`config.mk`:
```
export PLATFORM = sky130hd
export DESIGN_NAME = dtw_sample_feeder
export DESIGN_NICKNAME = d
export VERILOG_FILES = /design/src/rtl/dtw_pkg.sv /design/src/rtl/dtw_sample_buffer.sv /design/src/rtl/dtw_sample_feeder.sv
export SDC_FILE = /design/constraint.sdc
export NUM_CORES = 1
export LEC_CHECK = 0
export CAP_MARGIN = 10
export CORE_ASPECT_RATIO = 0.75
export CORE_MARGIN = 2
export CORE_UTILIZATION = 30
export DETAILED_ROUTE_END_ITERATION = 6
export HOLD_SLACK_MARGIN = 0.15
export MAX_ROUTING_LAYER = met4
export PLACE_DENSITY = 0.49
export SLEW_MARGIN = 0
export SYNTH_ARGS = -nofsm -noshare
export SYNTH_HDL_FRONTEND = slang
export SYNTH_SLANG_ARGS = --single-unit
```
`constraint.sdc`:
```
create_clock -name clk -period 5.7 [get_ports clk]
set_input_delay 0.855 -clock clk [delete_from_list [all_inputs] [get_ports clk]]
set_output_delay 0.855 -clock clk [all_outputs]
set_load 0.02 [all_outputs]
```
`src/rtl/dtw_pkg.sv`:
```
// Shared types and helpers for the DTW sample feeder and its buffers.
package dtw_pkg;

  typedef enum logic [1:0] {
    StIdle = 2'd0,
    StRun  = 2'd1,
    StDone = 2'd2,
    StErr  = 2'd3
  } feeder_state_e;

  // Value presented to the core once a sequence is exhausted.
  localparam int unsigned DTW_PAD = 0;

  // One extra bit so a pointer can hold SIZE itself (the "full"/"exhausted" mark).
  function automatic int unsigned ptr_width(input int unsigned size);
    return $clog2(size) + 1;
  endfunction

endpackage

```
`src/rtl/dtw_sample_buffer.sv`:
```
// SIZE-deep sample store with a fill pointer and an indexed combinational read.
module dtw_sample_buffer
  import dtw_pkg::*;
#(
  parameter int unsigned DATA_WIDTH = 10,
  parameter int unsigned SIZE       = 20,
  parameter int unsigned PTR_WIDTH  = ptr_width(SIZE)
) (
  input  logic                  clk,
  input  logic                  rst_n,
  input  logic                  clr,
  input  logic                  wr_en,
  input  logic [DATA_WIDTH-1:0] wr_data,
  input  logic [PTR_WIDTH-1:0]  rd_idx,
  output logic [DATA_WIDTH-1:0] rd_data,
  output logic                  full
);

  localparam int unsigned IdxW = (SIZE > 1) ? $clog2(SIZE) : 1;

  logic [DATA_WIDTH-1:0] mem [SIZE];
  logic [PTR_WIDTH-1:0]  wr_ptr_q;
  logic                  wr_fire;

  assign full    = (wr_ptr_q == PTR_WIDTH'(SIZE));
  assign wr_fire = wr_en && !full;

  always_ff @(posedge clk or negedge rst_n) begin
    if (!rst_n) begin
      wr_ptr_q <= '0;
    end else if (clr) begin
      wr_ptr_q <= '0;
    end else if (wr_fire) begin
      wr_ptr_q <= wr_ptr_q + PTR_WIDTH'(1);
    end
  end

  // Contents are deliberately not reset; the fill pointer alone defines validity.
  always_ff @(posedge clk) begin
    if (wr_fire) begin
      mem[wr_ptr_q[IdxW-1:0]] <= wr_data;
    end
  end

  assign rd_data = (rd_idx < PTR_WIDTH'(SIZE)) ? mem[rd_idx[IdxW-1:0]]
                                                : DATA_WIDTH'(DTW_PAD);

endmodule

```
`src/rtl/dtw_sample_feeder.sv`:
```
// Producer side of the DTW core sample handshake: buffers two sequences, feeds them on
// request, captures the score and flags underrun / timeout.
module dtw_sample_feeder
  import dtw_pkg::*;
#(
  parameter int unsigned DATA_WIDTH     = 10,
  parameter int unsigned SIZE           = 20,
  parameter int unsigned TIMEOUT_CYCLES = 4096
) (
  input  logic                  clk,
  input  logic                  rst_n,
  input  logic                  load_valid,
  input  logic                  load_sel,
  input  logic [DATA_WIDTH-1:0] load_data,
  output logic                  load_ready,
  input  logic                  clear,
  input  logic                  start,
  output logic                  ready,
  input  logic                  ready_refer,
  input  logic                  ready_camera,
  output logic [DATA_WIDTH-1:0] refer,
  output logic [DATA_WIDTH-1:0] camera,
  input  logic                  done,
  input  logic [DATA_WIDTH-1:0] score,
  output logic [DATA_WIDTH-1:0] result,
  output logic                  result_valid,
  output logic                  busy,
  output logic                  underrun,
  output logic                  err
);

  localparam int unsigned PtrW = ptr_width(SIZE);
  localparam int unsigned TmoW = $clog2(TIMEOUT_CYCLES);

  feeder_state_e         state_q, state_d;
  logic [PtrW-1:0]       ref_rd_q, ref_rd_d, cam_rd_q, cam_rd_d, cam_idx;
  logic [TmoW-1:0]       tmo_q, tmo_d;
  logic [DATA_WIDTH-1:0] refer_q, refer_d, camera_q, camera_d, result_q, result_d;
  logic                  underrun_q, underrun_d;
  logic [DATA_WIDTH-1:0] ref_rd_data, cam_rd_data;
  logic                  ref_full, cam_full;
  logic                  idle, buf_clr, ref_we, cam_we, start_ok;

  assign idle     = (state_q == StIdle);
  assign buf_clr  = idle && clear;
  assign ref_we   = idle && load_valid && !clear && !load_sel;
  assign cam_we   = idle && load_valid && !clear && load_sel;
  assign start_ok = idle && start && !clear && ref_full && cam_full;
  // In IDLE the camera port looks at sample 0 so start can preload it.
  assign cam_idx  = idle ? '0 : cam_rd_q + PtrW'(1);

  dtw_sample_buffer #(
    .DATA_WIDTH (DATA_WIDTH),
    .SIZE       (SIZE),
    .PTR_WIDTH  (PtrW)
  ) u_ref_buf (
    .clk     (clk),
    .rst_n   (rst_n),
    .clr     (buf_clr),
    .wr_en   (ref_we),
    .wr_data (load_data),
    .rd_idx  (ref_rd_q),
    .rd_data (ref_rd_data),
    .full    (ref_full)
  );

  dtw_sample_buffer #(
    .DATA_WIDTH (DATA_WIDTH),
    .SIZE       (SIZE),
    .PTR_WIDTH  (PtrW)
  ) u_cam_buf (
    .clk     (clk),
    .rst_n   (rst_n),
    .clr     (buf_clr),
    .wr_en   (cam_we),
    .wr_data (load_data),
    .rd_idx  (cam_idx),
    .rd_data (cam_rd_data),
    .full    (cam_full)
  );

  always_comb begin
    state_d    = state_q;
    ref_rd_d   = ref_rd_q;
    cam_rd_d   = cam_rd_q;
    tmo_d      = tmo_q;
    refer_d    = refer_q;
    camera_d   = camera_q;
    result_d   = result_q;
    underrun_d = underrun_q;

    unique case (state_q)
      StIdle: begin
        if (start_ok) begin
          ref_rd_d   = '0;
          cam_rd_d   = '0;
          tmo_d      = '0;
          underrun_d = 1'b0;
          camera_d   = cam_rd_data;
          state_d    = StRun;
        end
      end
      StRun: begin
        if (ready_refer) begin
          if (ref_rd_q < PtrW'(SIZE)) begin
            refer_d  = ref_rd_data;
            ref_rd_d = ref_rd_q + PtrW'(1);
          end else begin
            refer_d    = DATA_WIDTH'(DTW_PAD);
            underrun_d = 1'b1;
          end
        end
        // cam_rd_data already reads cam_rd+1 and pads past the end.
        if (ready_camera) begin
          if (cam_rd_q < PtrW'(SIZE)) begin
            cam_rd_d = cam_rd_q + PtrW'(1);
            camera_d = cam_rd_data;
          end else begin
            camera_d   = DATA_WIDTH'(DTW_PAD);
            underrun_d = 1'b1;
          end
        end
        if (done) begin
          result_d = score;
          state_d  = StDone;
        end else if (tmo_q == TmoW'(TIMEOUT_CYCLES - 1)) begin
          state_d = StErr;
        end else begin
          tmo_d = tmo_q + TmoW'(1);
        end
      end
      StDone: state_d = StIdle;
      StErr: begin
        if (start || clear) begin
          state_d = StIdle;
        end
      end
      default: state_d = StIdle;
    endcase
  end

  always_ff @(posedge clk or negedge rst_n) begin
    if (!rst_n) begin
      state_q    <= StIdle;
      ref_rd_q   <= '0;
      cam_rd_q   <= '0;
      tmo_q      <= '0;
      refer_q    <= '0;
      camera_q   <= '0;
      result_q   <= '0;
      underrun_q <= 1'b0;
    end else begin
      state_q    <= state_d;
      ref_rd_q   <= ref_rd_d;
      cam_rd_q   <= cam_rd_d;
      tmo_q      <= tmo_d;
      refer_q    <= refer_d;
      camera_q   <= camera_d;
      result_q   <= result_d;
      underrun_q <= underrun_d;
    end
  end

  // load_ready is qualified with rst_n so every output reads 0 while reset is held.
  assign load_ready   = idle && rst_n;
  assign ready        = (state_q == StRun);
  assign busy         = (state_q == StRun);
  assign result_valid = (state_q == StDone);
  assign err          = (state_q == StErr);
  assign refer        = refer_q;
  assign camera       = camera_q;
  assign result       = result_q;
  assign underrun     = underrun_q;

endmodule
```
==> results of run 1 <==
## cells in the mapped netlist, types with 4 or more instances
library cell | count | area, sq um
edfxtp_1 | 400 | 12010
nor2_1 | 114 | 427.9
dfrtp_1 | 69 | 1727
nand2_1 | 68 | 255.2
mux4_2 | 51 | 1149
mux2i_1 | 43 | 430.4
buf_2 | 33 | 165.2
a211oi_1 | 32 | 240.2
o21ai_0 | 31 | 155.2
mux2_2 | 30 | 337.8
a21oi_1 | 26 | 130.1
clkbuf_1 | 26 | 97.59
o221ai_1 | 18 | 157.7
o22ai_1 | 17 | 106.4
inv_1 | 16 | 60.06
xor2_1 | 16 | 140.1
nor2b_1 | 14 | 87.58
a221oi_1 | 11 | 96.34
a2bb2oi_1 | 11 | 96.34
a31oi_1 | 11 | 68.82
ha_1 | 11 | 137.6
nor3_1 | 11 | 55.05
a221o_1 | 10 | 100.1
nand4_1 | 10 | 62.56
a211o_1 | 9 | 78.83
o211ai_1 | 8 | 60.06
and2_0 | 7 | 43.79
and2_1 | 7 | 43.79
and3_1 | 7 | 43.79
nand2b_1 | 6 | 37.54
nand3_1 | 6 | 30.03
buf_1 | 5 | 18.77
or3_1 | 5 | 31.28
xnor2_1 | 5 | 43.79
o21ai_1 | 4 | 20.02
o21bai_1 | 4 | 30.03
## cells by family after synthesis
logic type                 share of synthesized area
xor gates and xnor gates                    0.009621
AOI/OAI and AO/OA                            0.07599
buffers and inverters                        0.02003
and+or+nand+nor                              0.06767
adders and majority gates                   0.007199
DFF                                           0.7186
muxes                                         0.1009
## path summary, 6_finish.rpt
kind / cells past startpoint / end / startpoint
max: 3 / load_ready / state_q[0]
max reg2reg: 7 / camera[9] / cam_rd_q[0]
min: 1 / result[0] / rst_n
min in group clk: 1 / cam_rd_q[5] / cam_rd_q[5]
min reg2reg: 1 / cam_rd_q[5] / cam_rd_q[5]
max in group asynchronous: 2 / ref_rd_q[2] / rst_n
## critical path: stages (launching register included)
cell	delay, ns
dfrtp_1	0.57
nor2_8	0.49
and2_1	0.27
clkdlybuf4s50_1	0.65
## layout make-up
type | count | area, sq um | area share
flip-flops and latches | 469 | 13750 | 0.6168
multi-input cells | 633 | 5005 | 0.2246
clock buffers | 67 | 1333 | 0.05979
well taps | 861 | 1077 | 0.04834
repair buffers | 82 | 748.2 | 0.03357
clock inverters | 22 | 307.8 | 0.01381
inverters | 17 | 63.81 | 0.002863
diodes | 2 | 5.005 | 0.0002246
## layer usage
| layer | share of wire | vias up |
|---|---|---|
| met3 | 0.073 | 74 |
| met4 | 0.019 | 0 |
| met5 | 0 | - |
| met1 | 0.49 | 5438 |
| met2 | 0.42 | 379 |
| li1 | - | 4774 |
## where the power goes
group          internal, mW  switching (mW)  total (mW)
clock                  1.89            1.38        3.27
sequential             3.75          0.0298        3.78
combinational         0.155           0.254       0.409
total                  5.79            1.67        7.46
## flip-flops by register name, summed over array words and instances, names as in the netlist, 10 cells and up
register / flops
camera: 10
refer: 10
result: 10
tmo_q: 12
u_cam_buf.mem: 200
u_ref_buf.mem: 200
## per-stage QoR
stage          cells  total power, mW  hold slack, ns
6_report        2153            7.456          0.2277
4_1_cts         2151            7.530          0.2145
5_1_grt         2151            7.686          0.2446
3_3_place_gp    2062            4.264          0.4779
2_1_floorplan   1187            4.061          0.4546
3_5_place_dp    2062            4.263          0.4840
==> impl_metrics.csv, run 1 <==
group,metric,value,unit
outcome,status,"finished, final reports clean",
final_layout,nets,1291,
timing,clock_skew,0.01825,ns
worst_setup_path,reg2reg_slack,2.36,ns
yosys,synth_edf_count,400,
routing,via_per_inst,4.954,
routing,drt_wl_total,49.53,mm
yosys,synthesis.nets,1227,
yosys,syn-cell-area,19120,sq um
routing,drt_pass1_iterations,7,
routing,wl_per_cell,23.00,um
grt,grt_remaining_overflow,0,
worst_setup_path,crit_path_end_kind,"output port",
cts,ctsResizeCount,0,
yosys,async_flop_share,0.1471,
cts,clkTransAtPathRegs,0.06,ns
timing,max_freq,288.8,MHz
worst_hold_path,hold_class,"input port to asynchronous set/reset pin",
cts,cts_root_buffer,"clkbuf_16",
worst_setup_path,critical_path_arrival,2.61,ns
cts,post_cts_buffers,0,
yosys,yosysSeqAreaShare,0.7186,
worst_setup_path,crit_type,"flip-flop to output port",
worst_setup_path,worstPathMaxFanout,27,
final_layout,mostFrequentLayoutCell,"edfxtp_1",
floorplan,die_area,65780,sq um
floorplan,die_y,222.6,um
routing,drc_errors,0,
routing,antenna_left,0,
yosys,syn_avg_cell_area,16.11,sq um
grt,use_met2,0.2113,
final_layout,area_delta_synth_final,16.57,%
timing,hold_violations,0,
grt,grt_pass1_vias,10650,
grt,use_met1,0.2333,
timing,maxSlewViolCount,0,
yosys,yosys_warnings,0,
final_layout,nFillCells,5993,
placed_design,placed_cell_area,20640,sq um
routing,vias,10670,
power_and_ir_drop,static-leakage-power,7.388,nW
power_and_ir_drop,ir_drop,0.2001,mV
placed_design,post-dp-hpwl,31.04,mm
timing,rsz0062_at_grt,"false",
yosys,ys_ff_latch,469,
yosys,synthFlopType,"edfxtp_1",
cts,cts_buffer_depth,3,
placed_design,dp_slack,1.931,ns
final_layout,design_area,22290,sq um
worst_setup_path,cp-start-kind,"flip-flop",
timing,setup_ws,2.237,ns
grt,grtUsageMet3,0.03551,
timing,worst_pin_slew,1.271,ns
floorplan,pin_count,65,
yosys,synthCells,1187,
cts,cts_hold_buf,0,
grt,grt_busiest_layer,"met1",
cts,cts_sinks,469,
grt,antenna_found_initial,0,
power_and_ir_drop,p_per_area,334.6,nW/um^2
cts,h-tree-depth,2,
cts,cts_made_buffers,48,
run,cap_viol_max_count,0,
cts,cts_tree,"done",
floorplan,die_x,295.5,um
grt,grt_use_total,0.1551,
placed_design,place.gp.congestion,0.8054,
timing,fin_tns_setup,0,ns
timing,fin_crit,3.463,ns
final_layout,mostFrequentLayoutCells,"400 x edfxtp_1, 113 x nor2_1, 68 x nand2_1, 65 x dfrtp_1, 58 x clkdlybuf4s50_1",
final_layout,drive_gt1_frac,0.1550,
floorplan,initial_core_util,0.3017,
floorplan,coreArea,63360,sq um
timing,slew_headroom,0.1516,
yosys,synth_cell_types,63,
worst_setup_path,cp_data_required_time,4.85,ns
placed_design,port_buffers,64,
grt,grt_pass1_wl,72.26,mm
cts,insertion_delay,0.61,ns
timing,timing.final.crit_share,0.6075,
final_layout,utilization,0.3517,
floorplan,rows,80,
timing,finalSetupViolations,0,
routing,drt-initial-drc-count,943,
grt,grt_max_degree,77,
No activity file was read; power rests on OpenSTA's default activity.
==> run 2, diff against run 1 <==
--- a/config.mk
+++ b/config.mk
@@ -12,7 +12,7 @@
 export DETAILED_ROUTE_END_ITERATION = 6
 export HOLD_SLACK_MARGIN = 0.15
 export MAX_ROUTING_LAYER = met4
-export PLACE_DENSITY = 0.49
+export PLACE_DENSITY = 0.5
 export SLEW_MARGIN = 0
 export SYNTH_ARGS = -nofsm -noshare
 export SYNTH_HDL_FRONTEND = slang
==> constraint.sdc (replaced) <==
create_clock -name clk -period 2.9 [get_ports clk]
set_input_delay 0.435 -clock clk [delete_from_list [all_inputs] [get_ports clk]]
set_output_delay 0.435 -clock clk [all_outputs]
set_load 0.02 [all_outputs]
==> impl_metrics.csv, run 2 (same netlist as run 1, synthesis figures left out) <==
group,metric,value,unit
worst_setup_path,worstPathMaxFanout,12,
floorplan,rows,80,
worst_setup_path,reg2reg_to,"camera[8]",
placed_design,place.gp.congestion,0.7720,
routing,via_per_inst,4.889,
cts,clkTransAtPathRegs,0.06,ns
final_layout,drive_gt1_frac,0.1923,
placed_design,post-dp-hpwl,31.61,mm
timing,fin_crit,2.711,ns
timing,timing.final.crit_share,0.9348,
power_and_ir_drop,p_per_area,634.7,nW/um^2
cts,post_cts_buffers,0,
worst_setup_path,cp_data_required_time,2.47,ns
routing,drt-initial-drc-count,1062,
routing,vias,10850,
worst_setup_path,crit_type,"flip-flop to output port",
routing,wl_per_cell,22.05,um
floorplan,pin_count,65,
timing,rsz0062_at_grt,"false",
timing,fin_tns_setup,0,ns
final_layout,mostFrequentLayoutCells,"400 x edfxtp_1, 113 x nor2_1, 82 x buf_4, 68 x nand2_1, 65 x dfrtp_1",
run,cap_viol_max_count,0,
timing,finalSetupViolations,0,
worst_setup_path,path_cells,"buf_4 -> nand2b_1 -> inv_2 -> clkdlybuf4s50_1",
final_layout,area_delta_synth_final,19.06,%
timing,slew_headroom,0.3277,
outcome,status,"finished, final reports clean",
grt,grt_pass1_wl,72.68,mm
routing,drt_pass1_iterations,5,
routing,drc_errors,0,
final_layout,mostFrequentLayoutCell,"edfxtp_1",
grt,antenna_found_initial,2,
power_and_ir_drop,ir_drop,0.4247,mV
worst_setup_path,slowest_delay,0.67,ns
timing,hold_violations,0,
cts,cts_buffer_depth,3,
timing,clock_skew,0.01167,ns
floorplan,die_x,295.5,um
placed_design,port_buffers,64,
cts,cts_tree,"done",
floorplan,coreArea,63360,sq um
timing,max_freq,368.9,MHz
grt,grt_remaining_overflow,0,
worst_setup_path,reg2reg_slack,0.31,ns
worst_setup_path,worstSetupStartpoint,"state_q[0]",
timing,maxSlewViolCount,0,
cts,h-tree-depth,2,
worst_setup_path,crit_path_end_kind,"output port",
worst_setup_path,critical_path_arrival,2.28,ns
power_and_ir_drop,static-leakage-power,7.740,nW
worst_setup_path,cp-start-kind,"flip-flop",
cts,cts_root_buffer,"clkbuf_16",
worst_setup_path,reg2reg_from,"state_q[0]",
grt,grt_pass1_vias,10850,
worst_setup_path,crit_path_end,"busy",
worst_hold_path,hold_class,"input port to asynchronous set/reset pin",
routing,drt_wl_total,48.95,mm
cts,cts_sinks,469,
grt,grt_max_degree,70,
cts,insertion_delay,0.58,ns
grt,grt_use_total,0.1546,
worst_setup_path,reg2reg_depth,7,
final_layout,nets,1359,
timing,worst_pin_slew,1.005,ns
worst_setup_path,slowest_stage,"clkdlybuf4s50_1",
floorplan,initial_core_util,0.3017,
floorplan,die_area,65780,sq um
power_and_ir_drop,p_total,14.45,mW
timing,worst_hold_slack,0.1384,ns
floorplan,die_y,222.6,um
routing,antenna_left,0,
cts,cts_made_buffers,48,
run 2: cell types whose count changed in the layout (fill, tap and decap cells not counted), sizes merged:
cell / change
buf: +69
clkinv: +7
clkbuf: -3
clkdlybuf4s50: -3
clkinvlp: -3
inv: -3
bufinv: +1
dlygate4sd3: +1
dlymetal6s2s: +1
run 2: final cells by class:
class | count | area [sq um]
Clock inverter | 24 | 266.5
Multi-Input combinational cell | 633 | 5006
Clock buffer | 64 | 1292
Fill cell | 5993 | 40600
Antenna cell | 2 | 5.005
Inverter | 17 | 63.81
Sequential cell | 469 | 13750
Timing Repair Buffer | 150 | 1304
Tap cell | 861 | 1077
run 2: worst min path at each step:
stage / slack, ns / start / to
floorplan: 0.14 / rst_n / cam_rd_q[0]
global placement: 0.48 / cam_rd_q[5] / cam_rd_q[5]
detailed placement: 0.49 / cam_rd_q[5] / cam_rd_q[5]
CTS: 0.16 / rst_n / result[4]
global route: 0.20 / rst_n / result[6]
finish: 0.14 / rst_n / cam_rd_q[4]
run 2: critical path, delay by kind of cell, from the launching register on:
family	cells	cell delay [ns]
buf+inv	3	1.12
flops	1	0.48
simple gates	1	0.10
run 2: metal layers:
layer,share of wire,up-vias,global-route usage
li1,-,4894,-
met1,0.50,5609,0.2354
met2,0.42,295,0.2119
met3,0.056,55,0.03091
met4,0.016,0,0.03128
met5,0,-,-
run 2: metrics by stage:
stage               setup WS, ns  instances  area, sq um  utilization
global placement          0.1378       2129        21180       0.3343
finish                    0.1892       2220        22760       0.3592
global route             0.05918       2219        22760       0.3592
CTS                      0.02459       2218        22750       0.3591
detailed placement        0.1833       2129        21180       0.3343
floorplan                 0.5856       1187        19120            -
run 2: power by group:
part / internal, mW / switching (mW) / total (mW)
registers: 7.37 / 0.0535 / 7.42
logic: 0.331 / 0.501 / 0.832
clock network: 3.66 / 2.54 / 6.19
run 2: repair_timing:
action                     in CTS  in global routing
hold endpoints to repair        3                  0
setup endpoints to repair       1                  1
resized for setup               1                  1
hold buffers                    1                  0
==> run 3, diff against run 2 <==
--- a/config.mk
+++ b/config.mk
@@ -5,14 +5,16 @@
 export SDC_FILE = /design/constraint.sdc
 export NUM_CORES = 1
 export LEC_CHECK = 0
+export ABC_AREA = 1
 export CAP_MARGIN = 10
 export CORE_ASPECT_RATIO = 0.75
 export CORE_MARGIN = 2
 export CORE_UTILIZATION = 30
+export CTS_CLUSTER_SIZE = 28
 export DETAILED_ROUTE_END_ITERATION = 6
 export HOLD_SLACK_MARGIN = 0.15
 export MAX_ROUTING_LAYER = met4
-export PLACE_DENSITY = 0.5
+export PLACE_DENSITY = 0.49
 export SLEW_MARGIN = 0
 export SYNTH_ARGS = -nofsm -noshare
 export SYNTH_HDL_FRONTEND = slang
==> constraint.sdc (replaced) <==
create_clock -name clk -period 3.3 [get_ports clk]
set_input_delay 0.495 -clock clk [delete_from_list [all_inputs] [get_ports clk]]
set_output_delay 0.495 -clock clk [all_outputs]
set_load 0.02 [all_outputs]
==> impl_metrics.csv, run 3 <==
group,metric,value,unit
timing,worst_pin_slew,1.088,ns
floorplan,rows,80,
placed_design,port_buffers,64,
timing,max_freq,345.4,MHz
power_and_ir_drop,p_total,18.76,mW
final_layout,mostFrequentLayoutCells,"415 x nand2_1, 400 x edfxtp_1, 203 x nor2_1, 199 x nand3_1, 147 x o21ai_0",
power_and_ir_drop,swShare,0.3723,
floorplan,die_y,225.0,um
worst_setup_path,slowest_stage,"clkdlybuf4s50_1",
timing,hold_violations,0,
final_layout,mostFrequentLayoutCell,"nand2_1",
cts,cts_hold_buf,0,
routing,drc_errors,0,
yosys,synth_top_cell_by_area,"edfxtp_1",
worst_setup_path,reg2reg_to,"camera[9]",
yosys,post-synth-top-count-cell,"nand2_1",
floorplan,pin_count,65,
yosys,synth_edf_count,400,
power_and_ir_drop,p_int,11.78,mW
yosys,syn_avg_cell_area,11.11,sq um
cts,insertion_delay,0.60,ns
worst_setup_path,reg2reg_from,"cam_rd_q[0]",
power_and_ir_drop,p_switching,6.985,mW
worst_setup_path,cp_data_required_time,2.80,ns
yosys,synthesis.nets,1797,
cts,clkTransAtPathRegs,0.06,ns
worst_setup_path,slowest_delay,0.70,ns
power_and_ir_drop,static-leakage-power,8.593,nW
timing,timing.final.crit_share,0.8772,
power_and_ir_drop,p_per_area,816.1,nW/um^2
yosys,yosysSeqAreaShare,0.7035,
worst_setup_path,critical_path_arrival,2.40,ns
placed_design,dp_slack,0.5606,ns
final_layout,finalNonFillerCells,2758,
power_and_ir_drop,p_clk_frac,0.288,
yosys,synthTopCellsByArea,"edfxtp_1 62%, dfrtp_1 8.8%, nand2_1 8.0%",
yosys,synth.top_cell.area_share,0.6151,
final_layout,insertedDiodeCount,0,
routing,vias,13310,
worst_setup_path,reg2reg_depth,10,
routing,drt_pass1_iterations,5,
cts,cts_buffer_depth,3,
cts,cts_sinks,469,
yosys,synthTopCellsByCount,"417 x nand2_1, 400 x edfxtp_1, 204 x nor2_1, 199 x nand3_1, 147 x o21ai_0",
yosys,synth_cell_types,32,
timing,maxSlewViolCount,0,
routing,drt-initial-drc-count,1226,
grt,grt_remaining_overflow,0,
timing,finalSetupViolations,0,
yosys,synthCells,1757,
worst_setup_path,crit_type,"flip-flop to output port",
floorplan,initial_core_util,0.3053,
grt,grt_max_degree,105,
yosys,async_flop_share,0.1471,
timing,slew_headroom,0.2747,
cts,ctsResizeCount,0,
floorplan,die_x,298.6,um
cts,post_cts_buffers,0,
worst_setup_path,crit_path_end_kind,"output port",
power_and_ir_drop,combPwrFrac,0.341,
yosys,syn-cell-area,19530,sq um
final_layout,area_delta_synth_final,17.72,%
routing,drt_wl_total,52.55,mm
timing,fin_crit,2.895,ns
routing,wl_per_cell,19.05,um
worst_setup_path,cp-start-kind,"flip-flop",
power_and_ir_drop,power_frac_seq,0.371,
grt,grt_use_total,0.1606,
final_layout,drive_gt1_frac,0.09014,
yosys,ys_ff_latch,469,
final_layout,nFillCells,6216,
cts,cts_made_buffers,52,
grt,antenna_found_initial,0,
final_layout,nets,1898,
routing,antenna_left,0,
worst_hold_path,hold_class,"input port to asynchronous set/reset pin",
cts,cts_tree,"done",
timing,clock_skew,0.02733,ns
worst_setup_path,path_cells,"inv_2 -> nand2_2 -> nor2_1 -> clkdlybuf4s50_1",
run,cap_viol_max_count,0,
timing,fin_tns_setup,0,ns
power_and_ir_drop,ir_drop,0.5099,mV
cts,h-tree-depth,2,
placed_design,place.gp.congestion,0.8580,
yosys,yosys_warnings,0,
timing,setup_ws,0.4051,ns
grt,grt_pass1_vias,12950,
grt,grt_pass1_wl,79.85,mm
outcome,status,"finished, final reports clean",
placed_design,post-dp-hpwl,32.73,mm
yosys,synthFlopType,"edfxtp_1",
worst_setup_path,reg2reg_slack,0.78,ns
routing,via_per_inst,4.827,
timing,rsz0062_at_grt,"false",
cts,cts_root_buffer,"clkbuf_16",
floorplan,die_area,67170,sq um
placed_design,dpl.cell_count,2665,
worst_setup_path,worstPathMaxFanout,7,
floorplan,coreArea,63960,sq um
==> run 3: through the flow <==
stage | util | area, sq um | hold slack [ns]
after CTS | 0.3594 | 22990 | 0.2125
final | 0.3594 | 22990 | 0.1901
after global routing | 0.3594 | 22990 | 0.2713
after global placement | 0.3349 | 21420 | 0.4709
after detailed placement | 0.3349 | 21420 | 0.4688
after floorplan | - | 19530 | 0.1994
==> run 3: how the worst max path moves through the flow <==
| stage | startpoint | end | slack [ns] | cells after the start |
|---|---|---|---|---|
| after floorplan | u_cam_buf.wr_ptr_q[0] | u_cam_buf.mem[7][0] | 1.21 | 7 |
| after global placement | clear | u_ref_buf.mem[15][9] | 0.58 | 10 |
| after detailed placement | clear | u_ref_buf.mem[15][6] | 0.56 | 10 |
| after CTS | state_q[0] | load_ready | 0.35 | 4 |
| after global routing | state_q[0] | load_ready | 0.33 | 4 |
| final | state_q[0] | load_ready | 0.41 | 4 |
==> run 3: logic make-up after synthesis <==
| logic type | after synthesis | synth area share |
|---|---|---|
| and+or+nand+nor | 841 | 0.1775 |
| DFF | 469 | 0.7035 |
| buffers and inverters | 179 | 0.03652 |
| adders and majority gates | 11 | 0.007048 |
| AOI/OAI and AO/OA | 236 | 0.06459 |
| muxes | 11 | 0.006279 |
| xor gates and xnor gates | 10 | 0.004485 |
==> run 3: final cells by class <==
| type | count | area (sq um) | area share |
|---|---|---|---|
| inverter | 95 | 356.6 | 0.01551 |
| tap | 861 | 1077 | 0.04686 |
| clock inverter | 30 | 206.4 | 0.008981 |
| multi-input combinational | 1109 | 5089 | 0.2214 |
| clock buffer | 63 | 1364 | 0.05933 |
| sequential | 469 | 13740 | 0.5977 |
| timing repair buffer | 131 | 1156 | 0.05029 |
==> run 3: power groups by stage <==
stage          combinational, mW  sequential [mW]  clock [mW]
2_1_floorplan               3.71             7.26           0
6_report                    6.40             6.97        5.40
5_1_grt                     7.07             7.00        5.76
3_5_place_dp                6.37             7.09           0
3_3_place_gp                6.37             7.08           0
4_1_cts                     6.41             6.97        5.54
==> run 3: routing by layer <==
metal	GRT usage	routed length (um)
met2	0.2339	22330
met4	0.04393	1068
met3	0.02265	3574
met1	0.2339	25580
met5	-	0
==> run 3: critical path: cells and delay by family, from the launching register on <==
kind                   cells  cell delay (ns)
flip-flops                 1             0.43
AND/OR/NAND/NOR            2             0.57
buffers and inverters      2             0.81
